[config.mk]
export PLATFORM = sky130hd
export DESIGN_NAME = regfile_scoreboard
export DESIGN_NICKNAME = d
export VERILOG_FILES = /design/src/rtl/regfile_scoreboard.sv
export SDC_FILE = /design/constraint.sdc
export NUM_CORES = 2
export LEC_CHECK = 0
export ABC_CLOCK_PERIOD_IN_PS = 7800
export CAP_MARGIN = 0
export CORE_MARGIN = 5
export CORE_UTILIZATION = 45
export DETAILED_ROUTE_END_ITERATION = 16
export PLACE_DENSITY = 0.71
export SETUP_SLACK_MARGIN = 0.2
export SYNTH_ARGS = -nofsm -noshare
export SYNTH_HDL_FRONTEND = slang
export SYNTH_SLANG_ARGS = --single-unit
[constraint.sdc]
create_clock -name clk -period 7.8 [get_ports clk]
set_clock_uncertainty 0.1 [all_clocks]
set_input_delay 2.34 -clock clk [delete_from_list [all_inputs] [get_ports clk]]
set_output_delay 2.34 -clock clk [all_outputs]
set_load 0.05 [all_outputs]
[src/rtl/regfile_scoreboard.sv]
// Parametrised multi-read-port register file with hardwired r0 and a pending-write scoreboard.
// Optional write-through bypass selected by the REGFILE_BYPASS_EN macro.
module regfile_scoreboard #(
  parameter int unsigned DATA_W = 32,
  parameter int unsigned ADDR_W = 5,
  parameter int unsigned NREAD  = 2
) (
  input  logic                      clk,
  input  logic                      reset,
  input  logic [NREAD*ADDR_W-1:0]   rd_addr,
  output logic [NREAD*DATA_W-1:0]   rd_data,
  output logic [NREAD-1:0]          rd_busy,
  input  logic                      we,
  input  logic [ADDR_W-1:0]         wa,
  input  logic [DATA_W-1:0]         wd,
  input  logic                      iss_valid,
  input  logic [ADDR_W-1:0]         iss_addr,
  input  logic                      flush,
  output logic [ADDR_W:0]           busy_cnt
);

  localparam int unsigned Depth = 1 << ADDR_W;

  logic [DATA_W-1:0] mem_q [Depth];
  logic [Depth-1:0]  busy_q, busy_d;
  logic [ADDR_W:0]   cnt_q, cnt_d;
  logic              wr_en;

  assign wr_en = we && (wa != '0);

  always_ff @(posedge clk or negedge reset) begin
    if (!reset) begin
      for (int unsigned i = 0; i < Depth; i++) mem_q[i] <= '0;
    end else if (wr_en) begin
      mem_q[wa] <= wd;
    end
  end

  // Later steps override earlier ones: flush, then writeback clear, then issue set.
  always_comb begin
    busy_d = busy_q;
    if (flush) busy_d = '0;
    if (wr_en) busy_d[wa] = 1'b0;
    if (iss_valid && (iss_addr != '0)) busy_d[iss_addr] = 1'b1;
  end

  always_comb begin
    cnt_d = '0;
    for (int unsigned i = 0; i < Depth; i++) cnt_d = cnt_d + {{ADDR_W{1'b0}}, busy_d[i]};
  end

  always_ff @(posedge clk or negedge reset) begin
    if (!reset) begin
      busy_q <= '0;
      cnt_q  <= '0;
    end else begin
      busy_q <= busy_d;
      cnt_q  <= cnt_d;
    end
  end

  assign busy_cnt = cnt_q;

  logic [ADDR_W-1:0] ra;

  always_comb begin
    rd_data = '0;
    rd_busy = '0;
    ra      = '0;
    for (int unsigned k = 0; k < NREAD; k++) begin
      ra = rd_addr[k*ADDR_W +: ADDR_W];
      rd_data[k*DATA_W +: DATA_W] = mem_q[ra];
      rd_busy[k]                  = busy_q[ra];
`ifdef REGFILE_BYPASS_EN
      if (wr_en && (wa == ra)) begin
        rd_data[k*DATA_W +: DATA_W] = wd;
        rd_busy[k]                  = 1'b0;
      end
`else
`endif
      if ((ra == '0) || !reset) begin
        rd_data[k*DATA_W +: DATA_W] = '0;
        rd_busy[k]                  = 1'b0;
      end
    end
  end

endmodule
==> impl_metrics.env <==
export IMPL_cts_root_buf="clkbuf_16"
export IMPL_post_dp_hpwl_mm=102.9
export IMPL_cp_arrival_ns=7.95
export IMPL_rrSetupSlack_ns=2.66
export IMPL_hold_class="reg -> reg"
export IMPL_rows=131
export IMPL_die_h_um=368.4
export IMPL_post_cts_buffers=0
export IMPL_drt_iter0_markers=3801
export IMPL_max_freq_mhz=134.9
export IMPL_stdcell_area_mm2=0.06550
export IMPL_yosysSeqAreaShare_pct=45.97
export IMPL_fin_crit_sh_pct=95.05
export IMPL_first_global_vias=38870
export IMPL_endpoint="busy_cnt[4]$_DFF_PN0_"
export IMPL_synth_seq_cells=1062
export IMPL_ys_types=57
export IMPL_netlist_top_cells_area="dfrtp_1 46%, mux2_2 20%, mux4_2 13%"
export IMPL_swShare_pct=27.55
export IMPL_setup_viol=0
export IMPL_antenna_found_initial=9
export IMPL_p_switching_mw=4.486
export IMPL_place_area_mm2=0.06165
export IMPL_fin_nets=4015
export IMPL_seqPwrFrac_pct=44.6
export IMPL_ir_worst_vdd_mv=0.2191
export IMPL_htree_levels=3
export IMPL_synth_enable_flop_cells=0
export IMPL_crit_required_ns=8.33
export IMPL_setup_slack_ns=0.3859
export IMPL_cts_hold_fix_buffers=0
export IMPL_ys_flop_type="dfrtp_1"
export IMPL_gp_congestion=0.9083
export IMPL_internal_power_mw=11.80
export IMPL_areaGrowthSynthToFinish_pct=13.31
export IMPL_drive_above_1_share_pct=46.89
export IMPL_worstMarginPinSlew_ns=1.301
export IMPL_fp_dieW_um=368.4
export IMPL_grt_use_met3_pct=6.652
export IMPL_ioPinCount=129
export IMPL_crit_type="in -> reg"
export IMPL_r2r_cells=16
export IMPL_crit_path_end_kind="flop"
export IMPL_dr_pass1_iters=6
export IMPL_relSlewSlack_pct=14.84
export IMPL_grt_max_degree=161
export IMPL_p_total_mw=16.28
export IMPL_start_util_pct=45.27
export IMPL_clk_pin_slew_ns=0.06
export IMPL_status="completed"
export IMPL_portBuffers=128
export IMPL_async_reset_ff_share_pct=100.0
export IMPL_synth_common_cells="1062 x dfrtp_1, 1006 x mux2_2, 359 x mux2i_1"
export IMPL_routed_via_density=6.635
export IMPL_overflow=0
export IMPL_netlist_area_mm2=0.05781
export IMPL_clock_sinks=1062
export IMPL_vias=37730
export IMPL_timing_rr_end="busy_cnt[4]$_DFF_PN0_"
export IMPL_rsz0062_at_grt="false"
export IMPL_yosysMostFrequentCell="dfrtp_1"
export IMPL_synth_top_cell_area_share_pct=45.97
export IMPL_grt_first_pass_wirelength_mm=269.6
export IMPL_clkLatencyLatePin_ns=0.71
export IMPL_crit_start="wa[1]"
export IMPL_die_area_mm2=0.1357
export IMPL_drt_wl_total_mm=181.5
export IMPL_synth_top_cell_by_area="dfrtp_1"
export IMPL_netlist_instances=3924
export IMPL_cts_buffers=109
export IMPL_clk_path_buf_depth=3
export IMPL_drc_errors=0
export IMPL_synthesis_nets=4012
export IMPL_cts_tree="built"
export IMPL_drv_cap=0
export IMPL_power_frac_comb_pct=21.2
export IMPL_timing_final_hold_violations=0
export IMPL_final_util_pct=51.30
export IMPL_grt_usage_pct=26.57
export IMPL_core_mm2=0.1277
export IMPL_ant_nets=0
export IMPL_dp_worst_setup_slack_ns=-0.4013
export IMPL_synth_warnings=0
export IMPL_fin_crit_ns=7.414
export IMPL_grt_util_met1_pct=37.89
export IMPL_power_frac_clock_pct=34.2
export IMPL_p_per_area_mw_per_mm2=248.6
export IMPL_busiest_layer="met2"
export IMPL_syn_mean_instance_area_um2=14.73
export IMPL_drv_slew=0
export IMPL_grt_use_met2_pct=39.88
export IMPL_wire_per_inst_um=31.92
export IMPL_crit_fanout=4
export IMPL_post_cts_resized=0
export IMPL_start_kind="input pin"
export IMPL_leakage_nw=28.83
export IMPL_rr_startpoint="busy_q[23]$_DFF_PN0_"
-- cell type report --
type | count | area, um^2
Antenna cell | 7 | 17.52
Clock buffer | 174 | 3407
Clock inverter | 28 | 411.6
Fill cell | 10570 | 62190
Inverter | 59 | 221.5
Multi-Input combinational cell | 2359 | 29070
Sequential cell | 1062 | 26580
Tap cell | 1662 | 2079
Timing Repair Buffer | 336 | 3719
-- kinds of logic (layout without fill, tap and decap cells) --
| kind of cell | Yosys count | in the layout | synth area share, % |
|---|---|---|---|
| compound gates | 321 | 321 | 4.520 |
| buf+inv | 503 | 597 | 4.145 |
| fa+ha+maj | 31 | 31 | 0.9827 |
| other cells | 0 | 7 | 0 |
| xor+xnor | 3 | 3 | 0.04546 |
| mux | 1795 | 1795 | 42.46 |
| flops | 1062 | 1062 | 45.97 |
| simple gates | 209 | 209 | 1.870 |
-- cell usage in the layout (no fill, tap or decap), types with 11 or more instances in the layout --
master and instances:
mux2_1 25, clkdlybuf4s50_1 53, a221oi_1 25, buf_12 81
o221ai_1 93, clkbuf_8 35, a21oi_1 46, mux2_2 1006
mux2i_1 359, nor2_4 16, clkbuf_1 26, nand3b_1 13
clkinv_2 13, o22a_1 27, nand3_1 59, o32ai_1 12
nand2_2 11, buf_4 194, mux4_2 346, fa_1 23
a22oi_1 12, inv_1 58, mux4_1 59, dfrtp_1 1062
clkbuf_16 113, nand2_1 55, a2bb2oi_1 33, a211oi_1 26
-- flip-flops by register name, summed over array words and instances, names as in the netlist --
signal,cells
mem_q,1024
busy_q,32
busy_cnt,6
-- routing by layer --
layer / wire (um) / vias up
met5: 60 / -
met4: 7180 / 8
met3: 17860 / 406
met2: 80720 / 1842
met1: 75680 / 20350
li1: - / 15130
-- worst max-delay path: stages --
cell and delay [ns]:
clkdlybuf4s50_1 0.51, buf_12 0.15, nand3b_1 0.21, buf_4 0.20, nor2_4 0.05, o32ai_2 0.26, inv_1 0.09, fa_1 0.48
fa_1 0.50, inv_1 0.05, fa_1 0.51, inv_1 0.05, fa_1 0.47, inv_1 0.05, fa_1 0.49, inv_1 0.05
fa_1 0.47, inv_1 0.04, ha_2 0.18, fa_2 0.34, a21o_1 0.17, a21oi_2 0.13, xnor2_1 0.12
-- how the worst min path moves through the flow --
stage / startpoint / endpoint / slack [ns] / cells after the start
5_1_grt: mem_q[1014]$_DFFE_PN0P_ / mem_q[1014]$_DFFE_PN0P_ / 0.31 / 0
6_report: mem_q[1000]$_DFFE_PN0P_ / mem_q[1000]$_DFFE_PN0P_ / 0.30 / 0
3_3_place_gp: mem_q[1017]$_DFFE_PN0P_ / mem_q[1017]$_DFFE_PN0P_ / 0.28 / 0
2_1_floorplan: mem_q[1001]$_DFFE_PN0P_ / mem_q[1001]$_DFFE_PN0P_ / 0.34 / 1
4_1_cts: mem_q[1014]$_DFFE_PN0P_ / mem_q[1014]$_DFFE_PN0P_ / 0.30 / 0
3_5_place_dp: mem_q[1014]$_DFFE_PN0P_ / mem_q[1014]$_DFFE_PN0P_ / 0.28 / 0
-- power groups by stage --
stage | clock network, mW | registers [mW] | logic [mW]
global route | 5.87 | 7.39 | 3.69
finish | 5.57 | 7.27 | 3.44
detailed placement | 0 | 7.34 | 3.43
floorplan | 0 | 7.10 | 2.55
global placement | 0 | 7.30 | 3.35
CTS | 5.63 | 7.25 | 3.45
-- per-stage QoR --
stage / setup TNS (ns) / cells / hold slack, ns
2_1_floorplan: 0 / 3924 / 0.3413
3_3_place_gp: -1.091 / 5478 / 0.2814
3_5_place_dp: -1.332 / 5478 / 0.2833
4_1_cts: 0 / 5680 / 0.2994
5_1_grt: 0 / 5682 / 0.3074
6_report: 0 / 5687 / 0.2986
(Power assumes the default switching activity.)
